$ cat src/rtl/tl_buffer_ad_if.sv
// tl_buffer_ad_if: one TileLink link carrying an A channel (master to slave) and a D channel (slave to master).
interface tl_buffer_ad_if;
    logic        a_ready;
    logic        a_valid;
    logic [2:0]  a_bits_opcode;
    logic [2:0]  a_bits_param;
    logic [3:0]  a_bits_size;
    logic [4:0]  a_bits_source;
    logic [27:0] a_bits_address;
    logic [3:0]  a_bits_mask;
    logic [31:0] a_bits_data;
    logic        a_bits_corrupt;
    logic        d_ready;
    logic        d_valid;
    logic [2:0]  d_bits_opcode;
    logic [1:0]  d_bits_param;
    logic [3:0]  d_bits_size;
    logic [4:0]  d_bits_source;
    logic        d_bits_sink;
    logic        d_bits_denied;
    logic [31:0] d_bits_data;
    logic        d_bits_corrupt;

    modport master (
        input  a_ready, d_valid, d_bits_opcode, d_bits_param, d_bits_size, d_bits_source,
               d_bits_sink, d_bits_denied, d_bits_data, d_bits_corrupt,
        output a_valid, a_bits_opcode, a_bits_param, a_bits_size, a_bits_source,
               a_bits_address, a_bits_mask, a_bits_data, a_bits_corrupt, d_ready
    );

    modport slave (
        output a_ready, d_valid, d_bits_opcode, d_bits_param, d_bits_size, d_bits_source,
               d_bits_sink, d_bits_denied, d_bits_data, d_bits_corrupt,
        input  a_valid, a_bits_opcode, a_bits_param, a_bits_size, a_bits_source,
               a_bits_address, a_bits_mask, a_bits_data, a_bits_corrupt, d_ready
    );
endinterface

$ cat src/rtl/tl_buffer_ad.sv
// tl_buffer_ad: independent registered FIFOs on the TileLink A (in->out) and D (out->in) channels.
module tl_buffer_ad_queue #(
    parameter int W     = 8,
    parameter int DEPTH = 2
) (
    input  logic         clock,
    input  logic         reset,
    input  logic         enq_valid,
    output logic         enq_ready,
    input  logic [W-1:0] enq_bits,
    output logic         deq_valid,
    input  logic         deq_ready,
    output logic [W-1:0] deq_bits
);
    localparam int PW = DEPTH > 1 ? $clog2(DEPTH) : 1;
    localparam int CW = $clog2(DEPTH + 1);
    localparam logic [PW-1:0] LAST = PW'(DEPTH - 1);
    localparam logic [CW-1:0] FULL = CW'(DEPTH);

    logic [W-1:0]  mem [DEPTH];
    logic [PW-1:0] rd, wr;
    logic [CW-1:0] count;
    logic          do_enq, do_deq;

    // Ready and valid come from the registered count only: no flow-through, no pass-through
    assign enq_ready = count != FULL;
    assign deq_valid = count != '0;
    assign deq_bits  = mem[rd];
    assign do_enq    = enq_valid && enq_ready;
    assign do_deq    = deq_valid && deq_ready;

    always_ff @(posedge clock or posedge reset) begin
        if (reset) begin
            rd    <= '0;
            wr    <= '0;
            count <= '0;
            for (int i = 0; i < DEPTH; i++) mem[i] <= '0;
        end else begin
            if (do_enq) begin
                mem[wr] <= enq_bits;
                wr      <= (wr == LAST) ? '0 : wr + 1'b1;
            end
            if (do_deq) rd <= (rd == LAST) ? '0 : rd + 1'b1;
            if (do_enq != do_deq) count <= do_enq ? count + 1'b1 : count - 1'b1;
        end
    end
endmodule

module tl_buffer_ad #(
    parameter int A_DEPTH = 2,
    parameter int D_DEPTH = 2
) (
    input  logic          clock,
    input  logic          reset,
    tl_buffer_ad_if.slave  auto_in,
    tl_buffer_ad_if.master auto_out
);
    localparam int AW = 80;
    localparam int DW = 49;

    logic [AW-1:0] a_enq, a_deq;
    logic [DW-1:0] d_enq, d_deq;

    assign a_enq = {auto_in.a_bits_opcode, auto_in.a_bits_param, auto_in.a_bits_size,
                    auto_in.a_bits_source, auto_in.a_bits_address, auto_in.a_bits_mask,
                    auto_in.a_bits_data, auto_in.a_bits_corrupt};
    assign {auto_out.a_bits_opcode, auto_out.a_bits_param, auto_out.a_bits_size,
            auto_out.a_bits_source, auto_out.a_bits_address, auto_out.a_bits_mask,
            auto_out.a_bits_data, auto_out.a_bits_corrupt} = a_deq;

    assign d_enq = {auto_out.d_bits_opcode, auto_out.d_bits_param, auto_out.d_bits_size,
                    auto_out.d_bits_source, auto_out.d_bits_sink, auto_out.d_bits_denied,
                    auto_out.d_bits_data, auto_out.d_bits_corrupt};
    assign {auto_in.d_bits_opcode, auto_in.d_bits_param, auto_in.d_bits_size,
            auto_in.d_bits_source, auto_in.d_bits_sink, auto_in.d_bits_denied,
            auto_in.d_bits_data, auto_in.d_bits_corrupt} = d_deq;

    tl_buffer_ad_queue #(.W(AW), .DEPTH(A_DEPTH)) a_q (
        .clock     (clock),
        .reset     (reset),
        .enq_valid (auto_in.a_valid),
        .enq_ready (auto_in.a_ready),
        .enq_bits  (a_enq),
        .deq_valid (auto_out.a_valid),
        .deq_ready (auto_out.a_ready),
        .deq_bits  (a_deq)
    );

    tl_buffer_ad_queue #(.W(DW), .DEPTH(D_DEPTH)) d_q (
        .clock     (clock),
        .reset     (reset),
        .enq_valid (auto_out.d_valid),
        .enq_ready (auto_out.d_ready),
        .enq_bits  (d_enq),
        .deq_valid (auto_in.d_valid),
        .deq_ready (auto_in.d_ready),
        .deq_bits  (d_deq)
    );
endmodule
$ cat src/flat_wrapper.sv
// flat-port wrapper written by rule: the top's interface ports become plain ports
module tl_buffer_ad_flat 
#(
    parameter int A_DEPTH = 2,
    parameter int D_DEPTH = 2
)
  (clock, reset, auto_in_a_ready, auto_in_d_valid, auto_in_d_bits_opcode, auto_in_d_bits_param, auto_in_d_bits_size, auto_in_d_bits_source, auto_in_d_bits_sink, auto_in_d_bits_denied, auto_in_d_bits_data, auto_in_d_bits_corrupt, auto_in_a_valid, auto_in_a_bits_opcode, auto_in_a_bits_param, auto_in_a_bits_size, auto_in_a_bits_source, auto_in_a_bits_address, auto_in_a_bits_mask, auto_in_a_bits_data, auto_in_a_bits_corrupt, auto_in_d_ready, auto_out_a_ready, auto_out_d_valid, auto_out_d_bits_opcode, auto_out_d_bits_param, auto_out_d_bits_size, auto_out_d_bits_source, auto_out_d_bits_sink, auto_out_d_bits_denied, auto_out_d_bits_data, auto_out_d_bits_corrupt, auto_out_a_valid, auto_out_a_bits_opcode, auto_out_a_bits_param, auto_out_a_bits_size, auto_out_a_bits_source, auto_out_a_bits_address, auto_out_a_bits_mask, auto_out_a_bits_data, auto_out_a_bits_corrupt, auto_out_d_ready);
  tl_buffer_ad_if auto_in_i ();
  tl_buffer_ad_if auto_out_i ();
  input  logic clock;
  input  logic reset;
  output wire logic [$bits(auto_in_i.a_ready)-1:0] auto_in_a_ready;
  output wire logic [$bits(auto_in_i.d_valid)-1:0] auto_in_d_valid;
  output wire logic [$bits(auto_in_i.d_bits_opcode)-1:0] auto_in_d_bits_opcode;
  output wire logic [$bits(auto_in_i.d_bits_param)-1:0] auto_in_d_bits_param;
  output wire logic [$bits(auto_in_i.d_bits_size)-1:0] auto_in_d_bits_size;
  output wire logic [$bits(auto_in_i.d_bits_source)-1:0] auto_in_d_bits_source;
  output wire logic [$bits(auto_in_i.d_bits_sink)-1:0] auto_in_d_bits_sink;
  output wire logic [$bits(auto_in_i.d_bits_denied)-1:0] auto_in_d_bits_denied;
  output wire logic [$bits(auto_in_i.d_bits_data)-1:0] auto_in_d_bits_data;
  output wire logic [$bits(auto_in_i.d_bits_corrupt)-1:0] auto_in_d_bits_corrupt;
  input wire logic [$bits(auto_in_i.a_valid)-1:0] auto_in_a_valid;
  input wire logic [$bits(auto_in_i.a_bits_opcode)-1:0] auto_in_a_bits_opcode;
  input wire logic [$bits(auto_in_i.a_bits_param)-1:0] auto_in_a_bits_param;
  input wire logic [$bits(auto_in_i.a_bits_size)-1:0] auto_in_a_bits_size;
  input wire logic [$bits(auto_in_i.a_bits_source)-1:0] auto_in_a_bits_source;
  input wire logic [$bits(auto_in_i.a_bits_address)-1:0] auto_in_a_bits_address;
  input wire logic [$bits(auto_in_i.a_bits_mask)-1:0] auto_in_a_bits_mask;
  input wire logic [$bits(auto_in_i.a_bits_data)-1:0] auto_in_a_bits_data;
  input wire logic [$bits(auto_in_i.a_bits_corrupt)-1:0] auto_in_a_bits_corrupt;
  input wire logic [$bits(auto_in_i.d_ready)-1:0] auto_in_d_ready;
  input wire logic [$bits(auto_out_i.a_ready)-1:0] auto_out_a_ready;
  input wire logic [$bits(auto_out_i.d_valid)-1:0] auto_out_d_valid;
  input wire logic [$bits(auto_out_i.d_bits_opcode)-1:0] auto_out_d_bits_opcode;
  input wire logic [$bits(auto_out_i.d_bits_param)-1:0] auto_out_d_bits_param;
  input wire logic [$bits(auto_out_i.d_bits_size)-1:0] auto_out_d_bits_size;
  input wire logic [$bits(auto_out_i.d_bits_source)-1:0] auto_out_d_bits_source;
  input wire logic [$bits(auto_out_i.d_bits_sink)-1:0] auto_out_d_bits_sink;
  input wire logic [$bits(auto_out_i.d_bits_denied)-1:0] auto_out_d_bits_denied;
  input wire logic [$bits(auto_out_i.d_bits_data)-1:0] auto_out_d_bits_data;
  input wire logic [$bits(auto_out_i.d_bits_corrupt)-1:0] auto_out_d_bits_corrupt;
  output wire logic [$bits(auto_out_i.a_valid)-1:0] auto_out_a_valid;
  output wire logic [$bits(auto_out_i.a_bits_opcode)-1:0] auto_out_a_bits_opcode;
  output wire logic [$bits(auto_out_i.a_bits_param)-1:0] auto_out_a_bits_param;
  output wire logic [$bits(auto_out_i.a_bits_size)-1:0] auto_out_a_bits_size;
  output wire logic [$bits(auto_out_i.a_bits_source)-1:0] auto_out_a_bits_source;
  output wire logic [$bits(auto_out_i.a_bits_address)-1:0] auto_out_a_bits_address;
  output wire logic [$bits(auto_out_i.a_bits_mask)-1:0] auto_out_a_bits_mask;
  output wire logic [$bits(auto_out_i.a_bits_data)-1:0] auto_out_a_bits_data;
  output wire logic [$bits(auto_out_i.a_bits_corrupt)-1:0] auto_out_a_bits_corrupt;
  output wire logic [$bits(auto_out_i.d_ready)-1:0] auto_out_d_ready;
  assign auto_in_a_ready = auto_in_i.a_ready;
  assign auto_in_d_valid = auto_in_i.d_valid;
  assign auto_in_d_bits_opcode = auto_in_i.d_bits_opcode;
  assign auto_in_d_bits_param = auto_in_i.d_bits_param;
  assign auto_in_d_bits_size = auto_in_i.d_bits_size;
  assign auto_in_d_bits_source = auto_in_i.d_bits_source;
  assign auto_in_d_bits_sink = auto_in_i.d_bits_sink;
  assign auto_in_d_bits_denied = auto_in_i.d_bits_denied;
  assign auto_in_d_bits_data = auto_in_i.d_bits_data;
  assign auto_in_d_bits_corrupt = auto_in_i.d_bits_corrupt;
  assign auto_in_i.a_valid = auto_in_a_valid;
  assign auto_in_i.a_bits_opcode = auto_in_a_bits_opcode;
  assign auto_in_i.a_bits_param = auto_in_a_bits_param;
  assign auto_in_i.a_bits_size = auto_in_a_bits_size;
  assign auto_in_i.a_bits_source = auto_in_a_bits_source;
  assign auto_in_i.a_bits_address = auto_in_a_bits_address;
  assign auto_in_i.a_bits_mask = auto_in_a_bits_mask;
  assign auto_in_i.a_bits_data = auto_in_a_bits_data;
  assign auto_in_i.a_bits_corrupt = auto_in_a_bits_corrupt;
  assign auto_in_i.d_ready = auto_in_d_ready;
  assign auto_out_i.a_ready = auto_out_a_ready;
  assign auto_out_i.d_valid = auto_out_d_valid;
  assign auto_out_i.d_bits_opcode = auto_out_d_bits_opcode;
  assign auto_out_i.d_bits_param = auto_out_d_bits_param;
  assign auto_out_i.d_bits_size = auto_out_d_bits_size;
  assign auto_out_i.d_bits_source = auto_out_d_bits_source;
  assign auto_out_i.d_bits_sink = auto_out_d_bits_sink;
  assign auto_out_i.d_bits_denied = auto_out_d_bits_denied;
  assign auto_out_i.d_bits_data = auto_out_d_bits_data;
  assign auto_out_i.d_bits_corrupt = auto_out_d_bits_corrupt;
  assign auto_out_a_valid = auto_out_i.a_valid;
  assign auto_out_a_bits_opcode = auto_out_i.a_bits_opcode;
  assign auto_out_a_bits_param = auto_out_i.a_bits_param;
  assign auto_out_a_bits_size = auto_out_i.a_bits_size;
  assign auto_out_a_bits_source = auto_out_i.a_bits_source;
  assign auto_out_a_bits_address = auto_out_i.a_bits_address;
  assign auto_out_a_bits_mask = auto_out_i.a_bits_mask;
  assign auto_out_a_bits_data = auto_out_i.a_bits_data;
  assign auto_out_a_bits_corrupt = auto_out_i.a_bits_corrupt;
  assign auto_out_d_ready = auto_out_i.d_ready;
  tl_buffer_ad #(.A_DEPTH(A_DEPTH), .D_DEPTH(D_DEPTH)) u_core (.clock(clock), .reset(reset), .auto_in(auto_in_i), .auto_out(auto_out_i));
endmodule
$ cat config.mk
export PLATFORM = sky130hd
export DESIGN_NAME = tl_buffer_ad_flat
export DESIGN_NICKNAME = d
export VERILOG_FILES = /design/src/rtl/tl_buffer_ad_if.sv /design/src/rtl/tl_buffer_ad.sv /design/src/flat_wrapper.sv
export SDC_FILE = /design/constraint.sdc
export NUM_CORES = 1
export LEC_CHECK = 0
export BUFFER_PORTS_ARGS = -buffer_cell sky130_fd_sc_hd__buf_4
export CAP_MARGIN = 10
export CORE_AREA = 2 2 156 158
export DETAILED_ROUTE_END_ITERATION = 10
export DIE_AREA = 0 0 158 160
export PLACE_DENSITY_LB_ADDON = 0.12
export SETUP_SLACK_MARGIN = 0.15
export SLEW_MARGIN = 15
export SYNTH_ARGS = -nofsm -noshare
export SYNTH_HDL_FRONTEND = slang
export SYNTH_SLANG_ARGS = --single-unit
export TNS_END_PERCENT = 20
$ cat constraint.sdc
create_clock -name clock -period 10.1 [get_ports clock]
set_input_delay 1.01 -clock clock [delete_from_list [all_inputs] [get_ports clock]]
set_output_delay 1.01 -clock clock [all_outputs]
set_load 0.03 [all_outputs]
==> metrics.md <==
| Metric | Value |
|---|---|
| Post-DRT Antenna Nets | `0` |
| Clock transition at path regs | `60 ps` |
| Clock Skew | `10.9 ps` |
| Setup-failing EPs final | `0` |
| Largest delay share family, worst path | `flip-flops` |
| Critical path fanouts, max | `42` |
| Worst vdd ir | `0.225 mV` |
| CP endpoint kind | `output pin` |
| CP Class | `register to output pin` |
| Flops & latches, synth | `266` |
| Startpoint Class | `register` |
| Grt total ovfl | `0` |
| CTS tree | `built` |
| DRC viols | `0` |
| PwrDens | `401 mW/mm^2` |
| Dpl hpwl | `15.3 mm` |
| CP max stage cell | `dfrtp_4` |
| Core Util, Final | `62.0%` |
| Pint | `3.69 mW` |
| Total GRT Usage | `18.7%` |
| Most frequent cells after synthesis | `mux2_2 (368), dfrtp_1 (266), buf_2 (25), buf_6 (12), mux2_4 (10)` |
| Max Cap Viol | `0` |
| Slowest Stage Delay on Critical Path | `840 ps` |
| Cts bufs inserted | `29` |
| Slew HR | `31.6%` |
| Share of the synthesized area in the top cell type | `57.5%` |
| Share of cells above drive strength 1 | `70.1%` |
| Via density | `5.10` |
| Place WS | `7090 ps` |
| RR Endpoint | `u_core.a_q.mem[30]$_DFFE_PP0P_` |
| Initial DRC count | `175` |
| Syn Inst Count | `732` |
| Pins Over Slew Limit | `0` |
| Post-CTS Setup Repair Bufs | `0` |
| Core area | `0.0238 mm^2` |
| RSZ-0062 raised after global routing | `false` |
| Switch Pwr | `2.23 mW` |
| Worst-Skew Late Latency | `530 ps` |
| Class of the most critical hold timing path | `register to register` |
| Clock group share of total power | `18.1%` |
| Number of global-route vias before repair | `7378` |
| Switching Share | `37.7%` |
| Worst Path Arrival | `2290 ps` |
| Most frequent cell after synthesis | `mux2_2` |
| Starting density of the core | `48.6%` |
| Ys async rst share | `100%` |
| Total negative setup slack | `0 ps` |
| # clock sinks | `266` |
| Critical path required time | `9090 ps` |
| Power share of the sequential group | `32.0%` |
| IO buf count | `267` |
| Worst-Margin Slew | `1030 ps` |
| Crit path buffers/inverters | `2` |
| Cell row count | `57` |
| First drt pass iteration count | `4` |
| Die Width | `158 um` |
| Post-Syn Nets | `867` |
| Reg-to-reg slack, setup | `7750 ps` |
| Post-CTS sizing | `0` |
| # diodes | `0` |
| Non-Filler Instances | `1340` |
| Initial antenna violation count | `0` |
| Status | `complete, no violations` |
| Post-Synthesis Cell Area | `0.0116 mm^2` |
| Die ar. | `0.0253 mm^2` |
| Max Root-Sink Buffers | `3` |
| Fin. Hold Viols | `0` |
| Ranking of synthesized cells by area | `dfrtp_1 (58%), mux2_2 (36%), mux2_4 (1.3%), buf_6 (1.2%), buf_2 (1.1%)` |
| DRT Wirelength | `23.9 mm` |
| Dpl cells | `1287` |
| Area Overhead vs Synth | `27.5%` |
| Seq/Total Area, Yosys | `57.5%` |
| Comb pwr share | `49.9%` |
| Cts hold-fix bufs | `0` |
| Hold endpoint | `u_core.a_q.mem[49]$_DFFE_PP0P_` |
| Yosys Warn Count | `0` |
| Top Ports | `268` |
| Worst Reg2Reg Path Length in Cells | `4` |
| Placer Congestion | `0.711` |
| Pin count of the biggest net entering global routing | `150` |
| Period utilisation layout | `32.7%` |
| First-pass GRT wire length | `38.2 mm` |
| H-tree level count | `1` |
| Top_reg_cell synth | `dfrtp_1` |
| Critical-path cell list | `buf_12, mux2_2, buf_4` |
| Post-synth cell types | `25` |
| Die H | `160 um` |
| WHS Path Cells | `1` |
| Routed WL per cell | `17.8 um` |
| Crit path time final | `3300 ps` |
| Setup WS post-layout | `6800 ps` |
| Max Fclk | `303 MHz` |
| Synthesized area per cell | `15.8 um^2` |
| Leakage | `6.62 nW` |
| Worst reg2reg path startpoint | `u_core.a_q.count[0]$_DFFE_PP0P_` |
| CTS root buffer | `clkbuf_16` |
| Hold Slack | `485 ps` |
| Hold path start | `u_core.a_q.mem[49]$_DFFE_PP0P_` |
| Via count | `6830` |
| Leading area contributor after synthesis | `dfrtp_1` |
| Nets | `1130` |
| EDFF count, synth | `0` |
==> registers in the layout (all words and copies together), names as in the netlist <==
signal / cells
u_core.a_q.count: 2
u_core.a_q.mem: 160
u_core.a_q.rd: 1
u_core.a_q.wr: 1
u_core.d_q.count: 2
u_core.d_q.mem: 98
u_core.d_q.rd: 1
u_core.d_q.wr: 1
==> worst max-delay path by stage <==
stage	from	end	depth (start not counted)
final	u_core.a_q.rd$_DFFE_PP0P_	auto_out_a_bits_address[2]	3
after global routing	u_core.a_q.rd$_DFFE_PP0P_	auto_out_a_bits_mask[1]	3
after CTS	u_core.a_q.rd$_DFFE_PP0P_	auto_out_a_bits_address[2]	2
after detailed placement	reset	u_core.d_q.rd$_DFFE_PP0P_	3
after global placement	reset	u_core.d_q.rd$_DFFE_PP0P_	3
after floorplan	reset	u_core.a_q.count[0]$_DFFE_PP0P_	1
==> cell families (layout without fill, tap and decap cells) <==
family | count (synthesis) | after routing | synth area share [%]
multiplexers | 387 | 387 | 38.0
flip-flops | 266 | 266 | 57.5
AND/OR/NAND/NOR | 16 | 16 | 0.940
buffers and inverters | 47 | 331 | 2.67
AO/OA/AOI/OAI | 12 | 12 | 0.605
XOR/XNOR | 4 | 4 | 0.303
==> placed cells by master, fill, tap and decap left out <==
cell type	n
nand3b_1	2
inv_1	2
mux2_1	9
clkinvlp_4	2
nor2b_1	1
mux2_4	10
inv_8	2
buf_12	1
a21boi_0	2
o21ai_0	4
bufinv_16	3
clkinv_2	9
o211ai_1	2
buf_4	275
clkbuf_1	2
dfrtp_1	264
clkbuf_8	6
nor3b_1	2
mux2_2	368
clkbuf_16	29
nand2b_1	1
nand2b_4	1
or2_2	2
a21oi_1	4
dfrtp_4	1
and2b_1	1
nand2_1	4
dfrtp_2	1
and3_4	2
xnor2_1	4
==> worst register-to-register path, cell delays in order (launching register included) <==
cell and delay, ps:
dfrtp_1 410, nand2b_1 210, and3_4 370, buf_4 770, mux2_2 460
==> metrics by stage <==
step	cell area [um^2]	power, mW
2_1_floorplan	11600	3.98
3_3_place_gp	13800	4.84
3_5_place_dp	13800	4.88
4_1_cts	14700	5.99
5_1_grt	14800	6.24
6_report	14800	5.92
==> power groups by stage <==
| stage | clock network (mW) | registers, mW | logic [mW] |
|---|---|---|---|
| 6_report | 1.07 | 1.89 | 2.96 |
| 5_1_grt | 1.14 | 1.97 | 3.13 |
| 3_5_place_dp | 0 | 1.94 | 2.94 |
| 4_1_cts | 1.10 | 1.93 | 2.96 |
| 3_3_place_gp | 0 | 1.93 | 2.91 |
| 2_1_floorplan | 0 | 1.79 | 2.18 |
==> area by class of cell <==
cell class	instances	area [um^2]
well taps	324	405
repair buffers	276	2080
fillers	1923	9060
inverters	3	18.8
clock buffers	37	816
clock inverters	15	161
multi-input cells	419	4610
flip-flops and latches	266	6660
==> per-layer routing <==
layer / vias up / routed length [um] / global-route usage [%]
li1: 3160 / - / -
met1: 3441 / 10600 / 25.1
met2: 189 / 10800 / 29.6
met3: 40 / 2090 / 6.38
met4: 0 / 448 / 4.55
met5: - / 0 / 0
Power figures use the tool's default switching activity.
